File: src/rtl/mem_port_arbiter_if.sv
// Bus bundle between the CPU requesters, the memory port arbiter and the memory wrapper.
// The master modport is the arbiter's view, and the slave modport is the environment's view.
interface mem_port_arbiter_if;
    // Handshake: a requester raises x_req with its address/data and holds it until x_done
    // pulses for one cycle. The arbiter raises mem_req and holds it until mem_ack is seen,
    // or until the timeout aborts the access. mem_rdata is valid in the mem_ack cycle.
    logic        if_req;
    logic [31:0] if_addr;
    logic [31:0] if_rdata;
    logic        if_done;
    logic        d_req;
    logic        d_we;
    logic [31:0] d_addr;
    logic [31:0] d_wdata;
    logic [3:0]  d_mask;
    logic [31:0] d_rdata;
    logic        d_done;
    logic        err;
    logic        stall;
    logic        mem_req;
    logic        mem_we;
    logic [31:0] mem_addr;
    logic [31:0] mem_wdata;
    logic [3:0]  mem_mask;
    logic        mem_ack;
    logic [31:0] mem_rdata;
    logic [1:0]  dbg_state;

    modport master (
        input  if_req, if_addr, d_req, d_we, d_addr, d_wdata, d_mask, mem_ack, mem_rdata,
        output if_rdata, if_done, d_rdata, d_done, err, stall,
        output mem_req, mem_we, mem_addr, mem_wdata, mem_mask, dbg_state
    );

    modport slave (
        output if_req, if_addr, d_req, d_we, d_addr, d_wdata, d_mask, mem_ack, mem_rdata,
        input  if_rdata, if_done, d_rdata, d_done, err, stall,
        input  mem_req, mem_we, mem_addr, mem_wdata, mem_mask, dbg_state
    );
endinterface

File: src/rtl/mem_port_arbiter.sv
// Arbitrates instruction fetch and data access onto one single-ported memory. It includes
// a data-streak limit that prevents fetch starvation and a timeout that prevents a hung memory.
module mem_port_arbiter #(
    parameter int unsigned MAX_D_STREAK = 4,
    parameter int unsigned TIMEOUT      = 255
) (
    input  logic               clk,
    input  logic               rst_n,
    mem_port_arbiter_if.master bus
);
    localparam logic [3:0] STREAK_MAX = 4'(MAX_D_STREAK);
    localparam logic [7:0] TMO_LAST   = 8'(TIMEOUT - 1);

    typedef enum logic [1:0] {
        IDLE   = 2'd0,
        BUSY_I = 2'd1,
        BUSY_D = 2'd2
    } state_t;

    state_t      state_q, state_d;
    logic [3:0]  streak_q, streak_d;
    logic [7:0]  tmo_q, tmo_d;
    logic        mem_req_q, mem_req_d;
    logic        mem_we_q, mem_we_d;
    logic [31:0] mem_addr_q, mem_addr_d;
    logic [31:0] mem_wdata_q, mem_wdata_d;
    logic [3:0]  mem_mask_q, mem_mask_d;
    logic        if_done_q, if_done_d;
    logic        d_done_q, d_done_d;
    logic        err_q, err_d;
    logic [31:0] if_rdata_q, if_rdata_d;
    logic [31:0] d_rdata_q, d_rdata_d;
    logic        turnaround;
    logic        d_win;

    always_ff @(posedge clk or negedge rst_n) begin
        if (!rst_n) begin
            state_q     <= IDLE;
            streak_q    <= 4'd0;
            tmo_q       <= 8'd0;
            mem_req_q   <= 1'b0;
            mem_we_q    <= 1'b0;
            mem_addr_q  <= 32'd0;
            mem_wdata_q <= 32'd0;
            mem_mask_q  <= 4'd0;
            if_done_q   <= 1'b0;
            d_done_q    <= 1'b0;
            err_q       <= 1'b0;
            if_rdata_q  <= 32'd0;
            d_rdata_q   <= 32'd0;
        end else begin
            state_q     <= state_d;
            streak_q    <= streak_d;
            tmo_q       <= tmo_d;
            mem_req_q   <= mem_req_d;
            mem_we_q    <= mem_we_d;
            mem_addr_q  <= mem_addr_d;
            mem_wdata_q <= mem_wdata_d;
            mem_mask_q  <= mem_mask_d;
            if_done_q   <= if_done_d;
            d_done_q    <= d_done_d;
            err_q       <= err_d;
            if_rdata_q  <= if_rdata_d;
            d_rdata_q   <= d_rdata_d;
        end
    end

    always_comb begin
        state_d     = state_q;
        streak_d    = streak_q;
        tmo_d       = tmo_q;
        mem_req_d   = mem_req_q;
        mem_we_d    = mem_we_q;
        mem_addr_d  = mem_addr_q;
        mem_wdata_d = mem_wdata_q;
        mem_mask_d  = mem_mask_q;
        if_done_d   = 1'b0;
        d_done_d    = 1'b0;
        err_d       = 1'b0;
        if_rdata_d  = if_rdata_q;
        d_rdata_d   = d_rdata_q;
        // The done cycle is a bus turnaround, so no grant is made while either done pulse is high.
        turnaround  = if_done_q | d_done_q;
        d_win       = bus.d_req & (~bus.if_req | (streak_q < STREAK_MAX));

        case (state_q)
            IDLE: begin
                if (!turnaround) begin
                    if (d_win) begin
                        state_d     = BUSY_D;
                        mem_req_d   = 1'b1;
                        mem_we_d    = bus.d_we;
                        mem_addr_d  = bus.d_addr;
                        mem_wdata_d = bus.d_wdata;
                        mem_mask_d  = bus.d_mask;
                        tmo_d       = 8'd0;
                        if (bus.if_req) begin
                            streak_d = (streak_q < STREAK_MAX) ? streak_q + 4'd1 : STREAK_MAX;
                        end else begin
                            streak_d = 4'd0;
                        end
                    end else if (bus.if_req) begin
                        state_d     = BUSY_I;
                        mem_req_d   = 1'b1;
                        mem_we_d    = 1'b0;
                        mem_addr_d  = bus.if_addr;
                        mem_wdata_d = 32'd0;
                        mem_mask_d  = 4'b0000;
                        tmo_d       = 8'd0;
                        streak_d    = 4'd0;
                    end
                end
            end
            BUSY_I, BUSY_D: begin
                if (bus.mem_ack) begin
                    state_d   = IDLE;
                    mem_req_d = 1'b0;
                    if (state_q == BUSY_I) begin
                        if_done_d  = 1'b1;
                        if_rdata_d = bus.mem_rdata;
                    end else begin
                        d_done_d = 1'b1;
                        if (!mem_we_q) begin
                            d_rdata_d = bus.mem_rdata;
                        end
                    end
                end else begin
                    tmo_d = tmo_q + 8'd1;
                    // Abort on the TIMEOUT-th busy cycle without an acknowledge.
                    if (tmo_q == TMO_LAST) begin
                        state_d   = IDLE;
                        mem_req_d = 1'b0;
                        err_d     = 1'b1;
                        if (state_q == BUSY_I) begin
                            if_done_d  = 1'b1;
                            if_rdata_d = 32'd0;
                        end else begin
                            d_done_d  = 1'b1;
                            d_rdata_d = 32'd0;
                        end
                    end
                end
            end
            default: state_d = IDLE;
        endcase
    end

    assign bus.stall     = (bus.if_req & ~if_done_q) | (bus.d_req & ~d_done_q);
    assign bus.mem_req   = mem_req_q;
    assign bus.mem_we    = mem_we_q;
    assign bus.mem_addr  = mem_addr_q;
    assign bus.mem_wdata = mem_wdata_q;
    assign bus.mem_mask  = mem_mask_q;
    assign bus.if_done   = if_done_q;
    assign bus.d_done    = d_done_q;
    assign bus.err       = err_q;
    assign bus.if_rdata  = if_rdata_q;
    assign bus.d_rdata   = d_rdata_q;
    assign bus.dbg_state = state_q;
endmodule

File: src/flat_wrapper.sv
// flat-port wrapper written by rule: the top's interface ports become plain ports
module mem_port_arbiter_flat 
#(
    parameter int unsigned MAX_D_STREAK = 4,
    parameter int unsigned TIMEOUT      = 255
)
  (clk, rst_n, bus_if_req, bus_if_addr, bus_d_req, bus_d_we, bus_d_addr, bus_d_wdata, bus_d_mask, bus_mem_ack, bus_mem_rdata, bus_if_rdata, bus_if_done, bus_d_rdata, bus_d_done, bus_err, bus_stall, bus_mem_req, bus_mem_we, bus_mem_addr, bus_mem_wdata, bus_mem_mask, bus_dbg_state);
  mem_port_arbiter_if bus_i ();
  input  logic clk;
  input  logic rst_n;
  input wire logic [$bits(bus_i.if_req)-1:0] bus_if_req;
  input wire logic [$bits(bus_i.if_addr)-1:0] bus_if_addr;
  input wire logic [$bits(bus_i.d_req)-1:0] bus_d_req;
  input wire logic [$bits(bus_i.d_we)-1:0] bus_d_we;
  input wire logic [$bits(bus_i.d_addr)-1:0] bus_d_addr;
  input wire logic [$bits(bus_i.d_wdata)-1:0] bus_d_wdata;
  input wire logic [$bits(bus_i.d_mask)-1:0] bus_d_mask;
  input wire logic [$bits(bus_i.mem_ack)-1:0] bus_mem_ack;
  input wire logic [$bits(bus_i.mem_rdata)-1:0] bus_mem_rdata;
  output wire logic [$bits(bus_i.if_rdata)-1:0] bus_if_rdata;
  output wire logic [$bits(bus_i.if_done)-1:0] bus_if_done;
  output wire logic [$bits(bus_i.d_rdata)-1:0] bus_d_rdata;
  output wire logic [$bits(bus_i.d_done)-1:0] bus_d_done;
  output wire logic [$bits(bus_i.err)-1:0] bus_err;
  output wire logic [$bits(bus_i.stall)-1:0] bus_stall;
  output wire logic [$bits(bus_i.mem_req)-1:0] bus_mem_req;
  output wire logic [$bits(bus_i.mem_we)-1:0] bus_mem_we;
  output wire logic [$bits(bus_i.mem_addr)-1:0] bus_mem_addr;
  output wire logic [$bits(bus_i.mem_wdata)-1:0] bus_mem_wdata;
  output wire logic [$bits(bus_i.mem_mask)-1:0] bus_mem_mask;
  output wire logic [$bits(bus_i.dbg_state)-1:0] bus_dbg_state;
  assign bus_i.if_req = bus_if_req;
  assign bus_i.if_addr = bus_if_addr;
  assign bus_i.d_req = bus_d_req;
  assign bus_i.d_we = bus_d_we;
  assign bus_i.d_addr = bus_d_addr;
  assign bus_i.d_wdata = bus_d_wdata;
  assign bus_i.d_mask = bus_d_mask;
  assign bus_i.mem_ack = bus_mem_ack;
  assign bus_i.mem_rdata = bus_mem_rdata;
  assign bus_if_rdata = bus_i.if_rdata;
  assign bus_if_done = bus_i.if_done;
  assign bus_d_rdata = bus_i.d_rdata;
  assign bus_d_done = bus_i.d_done;
  assign bus_err = bus_i.err;
  assign bus_stall = bus_i.stall;
  assign bus_mem_req = bus_i.mem_req;
  assign bus_mem_we = bus_i.mem_we;
  assign bus_mem_addr = bus_i.mem_addr;
  assign bus_mem_wdata = bus_i.mem_wdata;
  assign bus_mem_mask = bus_i.mem_mask;
  assign bus_dbg_state = bus_i.dbg_state;
  mem_port_arbiter #(.MAX_D_STREAK(MAX_D_STREAK), .TIMEOUT(TIMEOUT)) u_core (.clk(clk), .rst_n(rst_n), .bus(bus_i));
endmodule
File: config.mk
export PLATFORM = sky130hd
export DESIGN_NAME = mem_port_arbiter_flat
export DESIGN_NICKNAME = d
export VERILOG_FILES = /design/src/rtl/mem_port_arbiter_if.sv /design/src/rtl/mem_port_arbiter.sv /design/src/flat_wrapper.sv
export SDC_FILE = /design/constraint.sdc
export NUM_CORES = 1
export LEC_CHECK = 0
export ABC_AREA = 1
export ABC_CLOCK_PERIOD_IN_PS = 3570
export CORE_UTILIZATION = 45
export DETAILED_ROUTE_END_ITERATION = 8
export PLACE_DENSITY = 0.94
export SLEW_MARGIN = 30
export SYNTH_ARGS = -nofsm -noshare
export SYNTH_HDL_FRONTEND = slang
export SYNTH_SLANG_ARGS = --single-unit
File: constraint.sdc
create_clock -name clk -period 3.57 [get_ports clk]
set_clock_uncertainty 0.15 [all_clocks]
set_input_delay 0.714 -clock clk [delete_from_list [all_inputs] [get_ports clk]]
set_output_delay 0.714 -clock clk [all_outputs]
set_load 0.05 [all_outputs]
==> impl_metrics.yaml, run 1 <==
pwr:
  leakage_nw: 5.17
  total_power_mw: 10.3
  vdd_drop_max_v: 0.000522
  p_per_area_nw_per_um2: 992
layout:
  n_fill_cell: 1036
  area_growth_pct: 49.6
  regArea_sq_um: 3780
  diodes: 0
  drive_above_1_share_pct: 5.08
  fin_nets: 1252
  final_common_cell: "nand2_1"
  stdcell_area_sq_um: 10400
  final_cell_mix: "nand2_1 (374), clkdlybuf4s50_1 (274), dfrtp_1 (151)"
  multi_input_area_sq_um: 2650
synthesis:
  synth-seq-cells: 151
  synthCells: 855
  synth_top_area_share_pct: 54.6
  synth_edf_count: 0
  async_flop_share_pct: 100
  ys_warn_count: 0
  netlist-cell-type-count: 27
  ys_seq_area_share_pct: 54.6
  synth.area.top_cells: "dfrtp_1 (55%), nand2_1 (20%), nand3_1 (5.1%)"
  yosysTopAreaCell: "dfrtp_1"
  syn-cell-area_sq_um: 6920
  syn_nets: 998
  synth_ff_type: "dfrtp_1"
  avgSynthCellArea_sq_um: 8.10
clock_network:
  cts_tree: "yes"
  cts_made_buffers: 17
  post_cts_buffers: 0
  cts-hold-fix-buffers: 0
  cts_htree_levels: 4
  clk_pin_slew_ns: 0.06
  clock_latency_ns: 0.42
  cts_resized: 0
  cts_root_buffer: "clkbuf_16"
  cts_sinks: 151
  cts_max_path_buffers: 2
global_route:
  grt_pass1_vias: 6874
  overflow: 0
  grt.total_usage_pct: 28.0
  grt_pass1_wl_microns: 34800
  grt_start_max_net_pins: 76
  antenna_found_initial: 0
routing:
  drt_pass1_iterations: 5
  viasPerCell: 5.28
  first_iter_violations: 513
  drc: 0
  totalWireLength_microns: 21500
  postRouteAntennaNets: 0
  wl_per_cell_microns: 16.5
  vias: 6891
sta:
  finalHoldViolations: 0
  min_period_ns: 2.65
  holdWs_ns: 0.155
  final_min_period_over_clock_period_pct: 74.3
  final.setup.tns_ns: 0
  tightest_slew_ns: 0.892
  rsz0062_at_grt: "false"
  relSlewSlack_pct: 40.6
  slew_viol_final: 0
  fmax_mhz: 377
  finalSetupViolations: 0
hold_path:
  hold_class: "primary input to asynchronous set/reset pin"
outcome:
  status: "completed"
floorplanning:
  boundaryPins: 278
  die_x_microns: 126
  die_h_microns: 126
  fp.coreArea_sq_um: 14800
  row_count: 44
  dieArea_sq_um: 15900
  start_util_pct: 46.9
setup_path:
  cp_data_required_time_ns: 3.71
  crit_path_end_kind: "register"
  max_stage_delay_ns: 0.41
  crit_arrival_ns: 2.80
  crit_type: "register to register"
  worst-path-stages: 8
  critPathMaxFanout: 45
  path_cells: "inv_1 -> ha_1 -> buf_4 -> nand3_2 -> nand2_4 -> nand2_4 -> nand2_1 -> nand2_1"
  worst-path-buf-inv: 2
  reg2regPathDepth: 8
  cp_top_family: "simple AND/OR/NAND/NOR gates"
  start_kind: "register"
  worst_path_max_delay_cell: "nand2_4"
placement:
  dpl_cell_area_sq_um: 9740
  dp_hpwl_microns: 14600
  gp_congestion: 0.826
  port_buffers: 277
job:
  maxCapViolations: 0
[cell families after synthesis]
family | count (synthesis) | synth area share [%]
AND/OR/NAND/NOR | 538 | 33.0
flip-flops | 151 | 54.6
AO/OA/AOI/OAI | 47 | 3.58
adder cells (fa/ha/maj) | 5 | 0.904
XOR/XNOR | 3 | 0.380
buffers and inverters | 111 | 7.54
[state kept, by name, summed over array words and instances, names as in the netlist]
register / cells
u_core.bus.d_rdata: 32
u_core.bus.if_rdata: 32
u_core.bus.mem_addr: 32
u_core.bus.mem_wdata: 32
u_core.tmo_q: 8
u_core.bus.mem_mask: 4
u_core.streak_q: 4
u_core.bus.dbg_state: 2
u_core.bus.d_done: 1
u_core.bus.err: 1
u_core.bus.if_done: 1
u_core.bus.mem_req: 1
u_core.bus.mem_we: 1
[metrics by stage]
stage	setup slack, ns	cells	utilization (%)
floorplan	1.19	855	-
global placement	0.941	1274	66.0
detailed placement	0.910	1274	66.0
CTS	0.943	1306	70.2
global route	0.771	1306	70.2
finish	0.918	1306	70.2
[worst paths after layout]
path / from / end / slack, ns
hold / removal: rst_n / u_core.bus.d_rdata[10]$_DFFE_PN0P_ / 0.15
max in group asynchronous: rst_n / u_core.bus.mem_wdata[25]$_DFFE_PN0P_ / 2.30
hold reg to reg: u_core.bus.d_rdata[27]$_DFFE_PN0P_ / u_core.bus.d_rdata[27]$_DFFE_PN0P_ / 0.32
min in group clk: u_core.bus.d_rdata[27]$_DFFE_PN0P_ / u_core.bus.d_rdata[27]$_DFFE_PN0P_ / 0.32
setup / recovery: u_core.bus.dbg_state[1]$_DFFE_PN0P_ / u_core.bus.if_rdata[1]$_DFFE_PN0P_ / 0.92
setup reg to reg: u_core.bus.dbg_state[1]$_DFFE_PN0P_ / u_core.bus.if_rdata[1]$_DFFE_PN0P_ / 0.92
[where the power goes]
part	switching, mW	total (mW)	internal [mW]	leakage (nW)
sequential	0.420	2.80	2.38	1.94
clock	0.718	1.87	1.16	0.295
combinational	3.91	5.61	1.70	2.93
total	5.04	10.3	5.23	5.17
[per-layer routing]
metal / up-vias / part of all wire, % / track usage, %
met2: 404 / 50 / 48.0
met4: 0 / 4.2 / 14.0
li1: 3180 / - / -
met1: 3245 / 37 / 32.1
met3: 62 / 9.0 / 7.86
met5: - / 0 / 0
[final cells by class]
type / instances / area share (%)
repair buffers: 287 / 27.7
flip-flops and latches: 151 / 36.5
clock inverters: 11 / 1.40
inverters: 59 / 2.14
multi-input cells: 593 / 25.5
clock buffers: 21 / 4.54
well taps: 184 / 2.22
[synthesized netlist by cell type, drive strengths merged (2+ instances only)]
| cell | instances |
|---|---|
| nand3 | 71 |
| dfrtp | 151 |
| o21ai | 41 |
| clkbuf | 15 |
| xor2 | 3 |
| nand2 | 378 |
| ha | 5 |
| buf | 37 |
| nand3b | 22 |
| nand4 | 22 |
| o22ai | 2 |
| nor2 | 45 |
| inv | 59 |
| a21oi | 3 |
Note: power is estimated with default switching activity, not from simulation.
==> run 2, diff against run 1 <==
- ABC_CLOCK_PERIOD_IN_PS: 3570 -> 2520
- CORE_UTILIZATION: 45 -> 44
- PLACE_DENSITY: 0.94 -> 0.92
- clock period: 3.57 -> 2.52 ns (I/O delays scaled with it)
==> run 2 against run 1 <==
- critical path depth is 7 lower
- setup slack worse by 0.81 ns
- via count down 1.3%
==> impl_metrics.yaml, run 2 (synthesis results as in run 1) <==
pwr:
  leakage_nw: 5.22
  vdd_drop_max_v: 0.000814
  p_per_area_nw_per_um2: 1400
  total_power_mw: 14.6
clock_network:
  cts_made_buffers: 17
  cts_tree: "yes"
  cts_max_path_buffers: 2
  cts_htree_levels: 4
  clk_pin_slew_ns: 0.06
  cts_root_buffer: "clkbuf_16"
  cts_sinks: 151
  clock_latency_ns: 0.42
floorplanning:
  start_util_pct: 45.4
  boundaryPins: 278
  die_h_microns: 127
  row_count: 45
  fp.coreArea_sq_um: 15300
  die_x_microns: 127
  dieArea_sq_um: 16200
hold_path:
  hold_class: "register to register"
  hold-path-cell-count: 2
sta:
  rsz0062_at_grt: "false"
  final.setup.tns_ns: 0
  fmax_mhz: 415
  min_period_ns: 2.41
  tightest_slew_ns: 0.639
  finalSetupViolations: 0
  final_min_period_over_clock_period_pct: 95.7
  finalHoldViolations: 0
  slew_viol_final: 0
  relSlewSlack_pct: 57.4
  holdWs_ns: 0.318
global_route:
  grt_start_max_net_pins: 65
  antenna_found_initial: 1
  grt.total_usage_pct: 27.1
  grt_pass1_wl_microns: 33800
  overflow: 0
  grt_pass1_vias: 6835
setup_path:
  crit_type: "register to output port"
  worst-path-stages: 1
  reg2regPathDepth: 7
  cp_top_family: "buffers and inverters"
  reg2reg_from: "u_core.bus.dbg_state[1]$_DFFE_PN0P_"
  crit_path_end_kind: "output port"
  worst_path_max_delay_cell: "clkdlybuf4s50_1"
  cp-endpoint: "bus_mem_we"
  rrSetupSlack_ns: 0.20
  cp_data_required_time_ns: 1.87
  critPathMaxFanout: 3
  crit_arrival_ns: 1.76
  crit_path_start: "u_core.bus.mem_we$_DFFE_PN0P_"
  timing.rr.end: "u_core.bus.if_rdata[17]$_DFFE_PN0P_"
  start_kind: "register"
  max_stage_delay_ns: 0.88
  path_cells: "clkdlybuf4s50_1"
  worst-path-buf-inv: 1
layout:
  stdcell_count: 1340
  final_common_cell: "nand2_1"
  final_cell_mix: "nand2_1 (374), clkdlybuf4s50_1 (274), dfrtp_1 (151)"
  stdcell_area_sq_um: 10500
  area_growth_pct: 51.5
  n_fill_cell: 1089
  drive_above_1_share_pct: 5.59
  fin_nets: 1258
routing:
  drt_pass1_iterations: 5
  vias: 6804
  totalWireLength_microns: 21200
  viasPerCell: 5.08
  postRouteAntennaNets: 0
  first_iter_violations: 561
  wl_per_cell_microns: 15.8
  drc: 0
placement:
  dp_hpwl_microns: 15000
  gp_congestion: 0.834
  dpl_cell_area_sq_um: 9850
  placed_cells: 1306
  port_buffers: 277
outcome:
  status: "completed"
job:
  maxCapViolations: 0
run 2: changes by cell type in the layout (fill, tap and decap cells not counted), moves of 2 or more:
cell,delta
clkinv_2,-2
clkinv_4,+3
clkinvlp_4,-2
buf_4,+2
buf_12,+3
run 2: area by class of cell:
cell class,count,area [sq um],area share (%)
clock inverters,12,166,1.59
repair buffers,293,2950,28.1
inverters,59,221,2.11
flip-flops and latches,151,3780,36.0
diodes,1,2.50,0.0239
well taps,211,264,2.52
clock buffers,20,457,4.35
multi-input cells,593,2650,25.2
run 2: routing by layer:
metal / vias to the layer above / share of wire (%) / global-route usage [%]
met5: - / 0 / 0
met4: 0 / 3.6 / 13.2
met3: 52 / 9.0 / 8.33
met2: 359 / 51 / 47.2
met1: 3193 / 36 / 30.1
li1: 3200 / - / -
run 2: through the flow:
step	util, %	setup WS (ns)
floorplan	-	0.442
global placement	64.6	0.260
CTS	68.7	0.0852
detailed placement	64.6	0.147
finish	68.7	0.109
global route	68.7	0.0649
run 2: timing repair:
action / CTS / global route
endpoints found under the setup margin: 0 / 62
resized for setup: 0 / 1
hold buffers: 1 / 0
setup buffers: 0 / 0
hold endpoints to repair: 51 / 0
run 2: tightest hold or removal path, stage by stage (launching register included):
cell,delay [ns]
dfrtp_1,0.34
nand2_1,0.05
nand2_1,0.05
run 2: worst min path at each step:
| stage | slack, ns | from | end |
|---|---|---|---|
| after global placement | 0.30 | u_core.bus.d_rdata[14]$_DFFE_PN0P_ | u_core.bus.d_rdata[14]$_DFFE_PN0P_ |
| final | 0.32 | u_core.bus.if_rdata[0]$_DFFE_PN0P_ | u_core.bus.if_rdata[0]$_DFFE_PN0P_ |
| after detailed placement | 0.31 | u_core.bus.d_rdata[16]$_DFFE_PN0P_ | u_core.bus.d_rdata[16]$_DFFE_PN0P_ |
| after floorplan | 0.06 | rst_n | u_core.bus.d_done$_DFF_PN0_ |
| after global routing | 0.34 | u_core.bus.d_rdata[0]$_DFFE_PN0P_ | u_core.bus.d_rdata[0]$_DFFE_PN0P_ |
| after CTS | 0.32 | u_core.bus.d_rdata[16]$_DFFE_PN0P_ | u_core.bus.d_rdata[16]$_DFFE_PN0P_ |
run 2: report_power, final:
part           switching, mW  internal (mW)  leakage (nW)  total [mW]
Combinational           5.55           2.48          2.97        8.03
Clock                   1.04           1.63         0.303        2.67
Sequential             0.576           3.36          1.94        3.94
